--- config.mk ---
export PLATFORM = sky130hd
export DESIGN_NAME = flash_req_arbiter
export DESIGN_NICKNAME = d
export VERILOG_FILES = /design/src/rtl/flash_req_arbiter.sv
export SDC_FILE = /design/constraint.sdc
export NUM_CORES = 1
export LEC_CHECK = 0
export ABC_CLOCK_PERIOD_IN_PS = 3120
export CORE_MARGIN = 4
export CORE_UTILIZATION = 45
export CTS_CLUSTER_DIAMETER = 150
export DETAILED_ROUTE_END_ITERATION = 8
export GPL_TIMING_DRIVEN = 0
export PLACE_DENSITY = 0.86
export SYNTH_ARGS = -nofsm -noshare
export SYNTH_HDL_FRONTEND = slang
export SYNTH_SLANG_ARGS = --single-unit
--- constraint.sdc ---
create_clock -name clk -period 3.12 [get_ports clk]
set_input_delay 0.312 -clock clk [delete_from_list [all_inputs] [get_ports clk]]
set_output_delay 0.312 -clock clk [all_outputs]
set_load 0.02 [all_outputs]
--- src/rtl/flash_req_arbiter.sv ---
// Round-robin arbiter sharing the SPI-flash command engine and byte FIFO between two requesters.
// Latency: gnt 1 cycle after req is sampled, start pulse 1 cycle later, done 1 cycle after CSbar rise is sampled.
// Backpressure: requests are held until gnt and are ignored while busy; a per-state watchdog aborts hung transfers.
module flash_req_arbiter #(
    parameter int TO_W    = 16,
    parameter int TIMEOUT = 50000
) (
    input  logic        clk,
    input  logic        rst,
    input  logic        req0,
    input  logic        wr0,
    input  logic [23:0] addr0,
    input  logic [7:0]  nbytes0,
    output logic        gnt0,
    output logic        done0,
    output logic        err0,
    input  logic        req1,
    input  logic        wr1,
    input  logic [23:0] addr1,
    input  logic [7:0]  nbytes1,
    output logic        gnt1,
    output logic        done1,
    output logic        err1,
    output logic        flash_read,
    output logic        flash_write,
    output logic [23:0] flash_addr,
    output logic [7:0]  flash_nbytes,
    output logic        direct_fifo,
    input  logic        CSbar,
    output logic        busy,
    output logic        owner
);

    typedef enum logic [2:0] {
        S_IDLE,
        S_ISSUE,
        S_WAIT_START,
        S_WAIT_END,
        S_DONE
    } state_t;

    localparam logic [TO_W-1:0] WD_LAST = TO_W'(TIMEOUT - 1);

    state_t      state_q;
    logic        last_owner_q;
    logic        owner_q;
    logic        op_wr_q;
    logic        err_q;
    logic [23:0] addr_q;
    logic [7:0]  nbytes_q;
    logic        gnt0_q, gnt1_q;
    logic        done0_q, done1_q;
    logic        err0_q, err1_q;
    logic        rd_q, wrp_q;
    logic        busy_q;
    logic        dfifo_q;
    logic [TO_W-1:0] wd_q;
    logic [TO_W-1:0] wd_d;

    logic        pick_vld;
    logic        pick;
    logic        sel_wr;
    logic [23:0] sel_addr;
    logic [7:0]  sel_nbytes;

    // On a tie the port that did not own the last transaction wins.
    assign pick_vld   = req0 | req1;
    assign pick       = req1 & (~req0 | ~last_owner_q);
    assign sel_wr     = pick ? wr1 : wr0;
    assign sel_addr   = pick ? addr1 : addr0;
    assign sel_nbytes = pick ? nbytes1 : nbytes0;
    assign wd_d       = wd_q + TO_W'(1);

    always_ff @(posedge clk or negedge rst) begin
        if (!rst) begin
            state_q      <= S_IDLE;
            last_owner_q <= 1'b1;
            owner_q      <= 1'b0;
            op_wr_q      <= 1'b0;
            err_q        <= 1'b0;
            addr_q       <= '0;
            nbytes_q     <= '0;
            gnt0_q       <= 1'b0;
            gnt1_q       <= 1'b0;
            done0_q      <= 1'b0;
            done1_q      <= 1'b0;
            err0_q       <= 1'b0;
            err1_q       <= 1'b0;
            rd_q         <= 1'b0;
            wrp_q        <= 1'b0;
            busy_q       <= 1'b0;
            dfifo_q      <= 1'b1;
            wd_q         <= '0;
        end else begin
            gnt0_q  <= 1'b0;
            gnt1_q  <= 1'b0;
            done0_q <= 1'b0;
            done1_q <= 1'b0;
            err0_q  <= 1'b0;
            err1_q  <= 1'b0;
            rd_q    <= 1'b0;
            wrp_q   <= 1'b0;
            unique case (state_q)
                S_IDLE: begin
                    if (pick_vld) begin
                        owner_q  <= pick;
                        op_wr_q  <= sel_wr;
                        addr_q   <= sel_addr;
                        nbytes_q <= sel_nbytes;
                        err_q    <= ~sel_wr && (sel_nbytes == 8'd0);
                        gnt0_q   <= ~pick;
                        gnt1_q   <= pick;
                        busy_q   <= 1'b1;
                        dfifo_q  <= 1'b0;
                        state_q  <= S_ISSUE;
                    end
                end
                // A rejected zero-length read passes through here with its start pulse suppressed.
                S_ISSUE: begin
                    if (err_q) begin
                        state_q <= S_DONE;
                    end else begin
                        rd_q    <= ~op_wr_q;
                        wrp_q   <= op_wr_q;
                        wd_q    <= '0;
                        state_q <= S_WAIT_START;
                    end
                end
                S_WAIT_START: begin
                    if (!CSbar) begin
                        wd_q    <= '0;
                        state_q <= S_WAIT_END;
                    end else begin
                        wd_q <= wd_d;
                        if (wd_d == WD_LAST) begin
                            err_q   <= 1'b1;
                            state_q <= S_DONE;
                        end
                    end
                end
                S_WAIT_END: begin
                    if (CSbar) begin
                        state_q <= S_DONE;
                    end else begin
                        wd_q <= wd_d;
                        if (wd_d == WD_LAST) begin
                            err_q   <= 1'b1;
                            state_q <= S_DONE;
                        end
                    end
                end
                S_DONE: begin
                    done0_q      <= ~owner_q;
                    done1_q      <= owner_q;
                    err0_q       <= err_q & ~owner_q;
                    err1_q       <= err_q & owner_q;
                    busy_q       <= 1'b0;
                    dfifo_q      <= 1'b1;
                    last_owner_q <= owner_q;
                    state_q      <= S_IDLE;
                end
                default: state_q <= S_IDLE;
            endcase
        end
    end

    assign gnt0         = gnt0_q;
    assign gnt1         = gnt1_q;
    assign done0        = done0_q;
    assign done1        = done1_q;
    assign err0         = err0_q;
    assign err1         = err1_q;
    assign flash_read   = rd_q;
    assign flash_write  = wrp_q;
    assign flash_addr   = addr_q;
    assign flash_nbytes = nbytes_q;
    assign direct_fifo  = dfifo_q;
    assign busy         = busy_q;
    assign owner        = owner_q;

endmodule

==> impl_metrics.ini <==
[logic_synthesis]
syn-instance-count = 331
synth_fa_ha_area_share_pct = 0.772
ys.flop_type = dfrtp_1
yosys_warnings = 0
synth_compound_area_share_pct = 15.7
ys_types = 49
synth_edf_count = 0
syn-mean-instance-area_um2 = 9.79
synthXorXnorAreaFrac_pct = 1.89
syn_nets = 404
yosys.area_share.simple_pct = 16.9
synthMuxAreaShare_pct = 10.5
synth_top_family_by_area = simple AND/OR/NAND/NOR gates
seq_area_frac_synth_pct = 50.3
async_flop_share_pct = 100
netlist_area_mm2 = 0.00324
yosys_register_bits = 65

[worst_setup_path]
critPathSlowestCell = or4b_4
r2r-end = state_q[1]$_DFFE_PN0N_
startpoint = wd_q[4]$_DFFE_PN0P_
path_cells = nand4_4 -> or4_1 -> a211o_1 -> or4b_4 -> a31o_1 -> a21o_1
worstReg2RegStart = wd_q[4]$_DFFE_PN0P_
critPathKind = register to register
rr_worst_depth = 6
endpoint_kind = register
endpoint = state_q[1]$_DFFE_PN0N_
regToRegSetupSlack_ns = 0.58
crit_fanout = 9
cp_data_required_time_ns = 3.35
worst_setup_path_start_kind = register
crit_arrival_ns = 2.77
slowest_delay_ns = 0.53

[placed_design]
gp_congestion = 0.835
port-buffer-count = 113
dpl.hpwl_mm = 6.64
placed_area_mm2 = 0.00451

[timing]
finalSetupViolCount = 0
rsz0062_at_grt = false
hold_viol = 0
fin_skew_ns = 0.00697
period_needed_ns = 2.54
fin_crit_sh_pct = 81.4
worst_pin_slew_ns = 0.846
hold_ws_ns = 0.459
fmax_ghz = 0.394
slew_headroom_pct = 43.1
setup_tns_ns = 0
maxSlewViolCount = 0

[drt]
drtIter0Drc = 229
drc = 0
vias = 3039
antenna_left = 0
wirelength_mm = 8.67
via_per_inst = 5.45
routedWlPerCell_um = 15.5
firstDrtPassIters = 5

[global_routing]
grt_usage_pct = 20.9
antenna_found_initial = 0
grt_pass1_vias = 3048
grt_max_degree = 42
overflow = 0
grt_first_pass_wirelength_mm = 14.3

[floorplanning]
coreArea_mm2 = 0.00691
die_x_um = 92.9
start_util_pct = 46.9
ios = 114
die_area_mm2 = 0.00863
die_h_um = 92.9
row_count = 30

[cells_and_area]
n_fill_cell = 551
final_nets = 530
syn_to_final_growth_pct = 44.3
drive_gt1_share_pct = 6.49
final_area_mm2 = 0.00468
num_antenna_cells = 0

[job]
cap_viol_max_count = 0

[worst_hold_path]
hold_class = register to register

[power]
p_leak_nw = 1.96
power.density_mw_per_mm2 = 814
ir_drop_mv = 0.445

[cts]
cts_buffers = 9
clkLatencyLatePin_ns = 0.34
clock-sinks = 65
cts_tree = yes
clockBufferDepth = 2
clk_pin_slew_worst_paths_ns = 0.07
clock-root-buffer = clkbuf_8
htree_levels = 3
cts_setup_buffers = 0

[run_status]
outcome = completed
==> worst max-delay path, delay by kind of cell (launching register included) <==
| kind | cells | cell delay [ns] |
|---|---|---|
| AOI/OAI and AO/OA | 3 | 0.71 |
| DFF | 1 | 0.49 |
| and+or+nand+nor | 3 | 1.24 |
==> synthesized netlist by cell type (3+ instances only) <==
| cell type | number | share of area [%] |
|---|---|---|
| a21o_1 | 4 | 0.93 |
| a21oi_1 | 38 | 5.9 |
| a31oi_1 | 3 | 0.58 |
| and2_1 | 3 | 0.58 |
| clkbuf_1 | 15 | 1.7 |
| dfrtp_1 | 63 | 49 |
| inv_1 | 6 | 0.69 |
| mux2i_1 | 33 | 10 |
| nand2_1 | 18 | 2.1 |
| nand3_1 | 11 | 1.7 |
| nand4_1 | 3 | 0.58 |
| nor2_1 | 51 | 5.9 |
| nor2b_1 | 3 | 0.58 |
| nor4_1 | 7 | 1.4 |
| o21ai_0 | 19 | 2.9 |
| o31ai_1 | 5 | 1.2 |
| o41ai_1 | 4 | 1.1 |
| xor2_1 | 5 | 1.4 |
==> layout make-up <==
type	count	area [um2]	area share (%)
tap	96	120	2.57
sequential	65	1630	34.8
inverter	6	22.5	0.482
timing repair buffer	115	1160	24.7
buffer	21	105	2.25
multi-input combinational	239	1490	31.9
clock buffer	14	143	3.05
clock inverter	2	10.0	0.214
==> cell families (layout without fill, tap and decap cells) <==
family          Yosys count  after routing
simple gates            111            111
compound gates           85             85
flops                    65             65
mux                      34             34
buf+inv                  27            158
xor+xnor                  7              7
fa+ha+maj                 2              2
==> worst min path at each step <==
stage | startpoint | to | slack [ns] | cells after the start
after detailed placement | rst | flash_addr[0]$_DFFE_PN0P_ | 0.33 | 1
after global placement | op_wr_q$_DFFE_PN0P_ | flash_read$_DFF_PN0_ | 0.42 | 1
after CTS | op_wr_q$_DFFE_PN0P_ | flash_read$_DFF_PN0_ | 0.46 | 1
after floorplan | rst | busy$_DFFE_PN0P_ | 0.02 | 0
final | op_wr_q$_DFFE_PN0P_ | flash_read$_DFF_PN0_ | 0.46 | 1
after global routing | op_wr_q$_DFFE_PN0P_ | flash_read$_DFF_PN0_ | 0.51 | 1
==> metal layers <==
layer  GRT usage, %  routed length, um
met1           24.9               3480
met2           37.0               4520
met3           4.14                482
met4           7.94                190
met5              0                  0
==> timing repair <==
item	4_1_cts	5_1_grt
hold buffers	1	0
gates resized for setup	0	0
hold endpoints to repair	22	0
==> cells in the final DEF (no fill, tap or decap), types with 11 or more instances in the layout <==
master,count
nand3_1,11
nand2_1,18
dfrtp_1,63
clkbuf_1,20
a21oi_1,38
clkbuf_8,11
o21ai_0,19
clkdlybuf4s50_1,112
mux2i_1,33
nor2_1,51
==> power by group <==
group | switching (W) | internal, W | leakage [nW] | total, W
combinational | 0.00109 | 0.000830 | 1.10 | 0.00192
sequential | 0.000166 | 0.00115 | 0.785 | 0.00131
clock | 0.000289 | 0.000287 | 0.0784 | 0.000576
==> metrics by stage <==
stage / power, W / instances / util [%] / worst slack (ns)
floorplan: 0.00237 / 331 / - / 0.768
global placement: 0.00317 / 540 / 65.1 / -0.297
detailed placement: 0.00323 / 541 / 65.3 / 0.420
CTS: 0.00383 / 558 / 67.6 / 0.513
global route: 0.00408 / 558 / 67.7 / 0.435
finish: 0.00381 / 558 / 67.7 / 0.579
==> registers in the layout, indices dropped and copies added, names as in the netlist, 3 cells and up <==
signal and flops:
flash_addr 24, wd_q 16, flash_nbytes 8, state_q 3
Power figures use the tool's default switching activity.
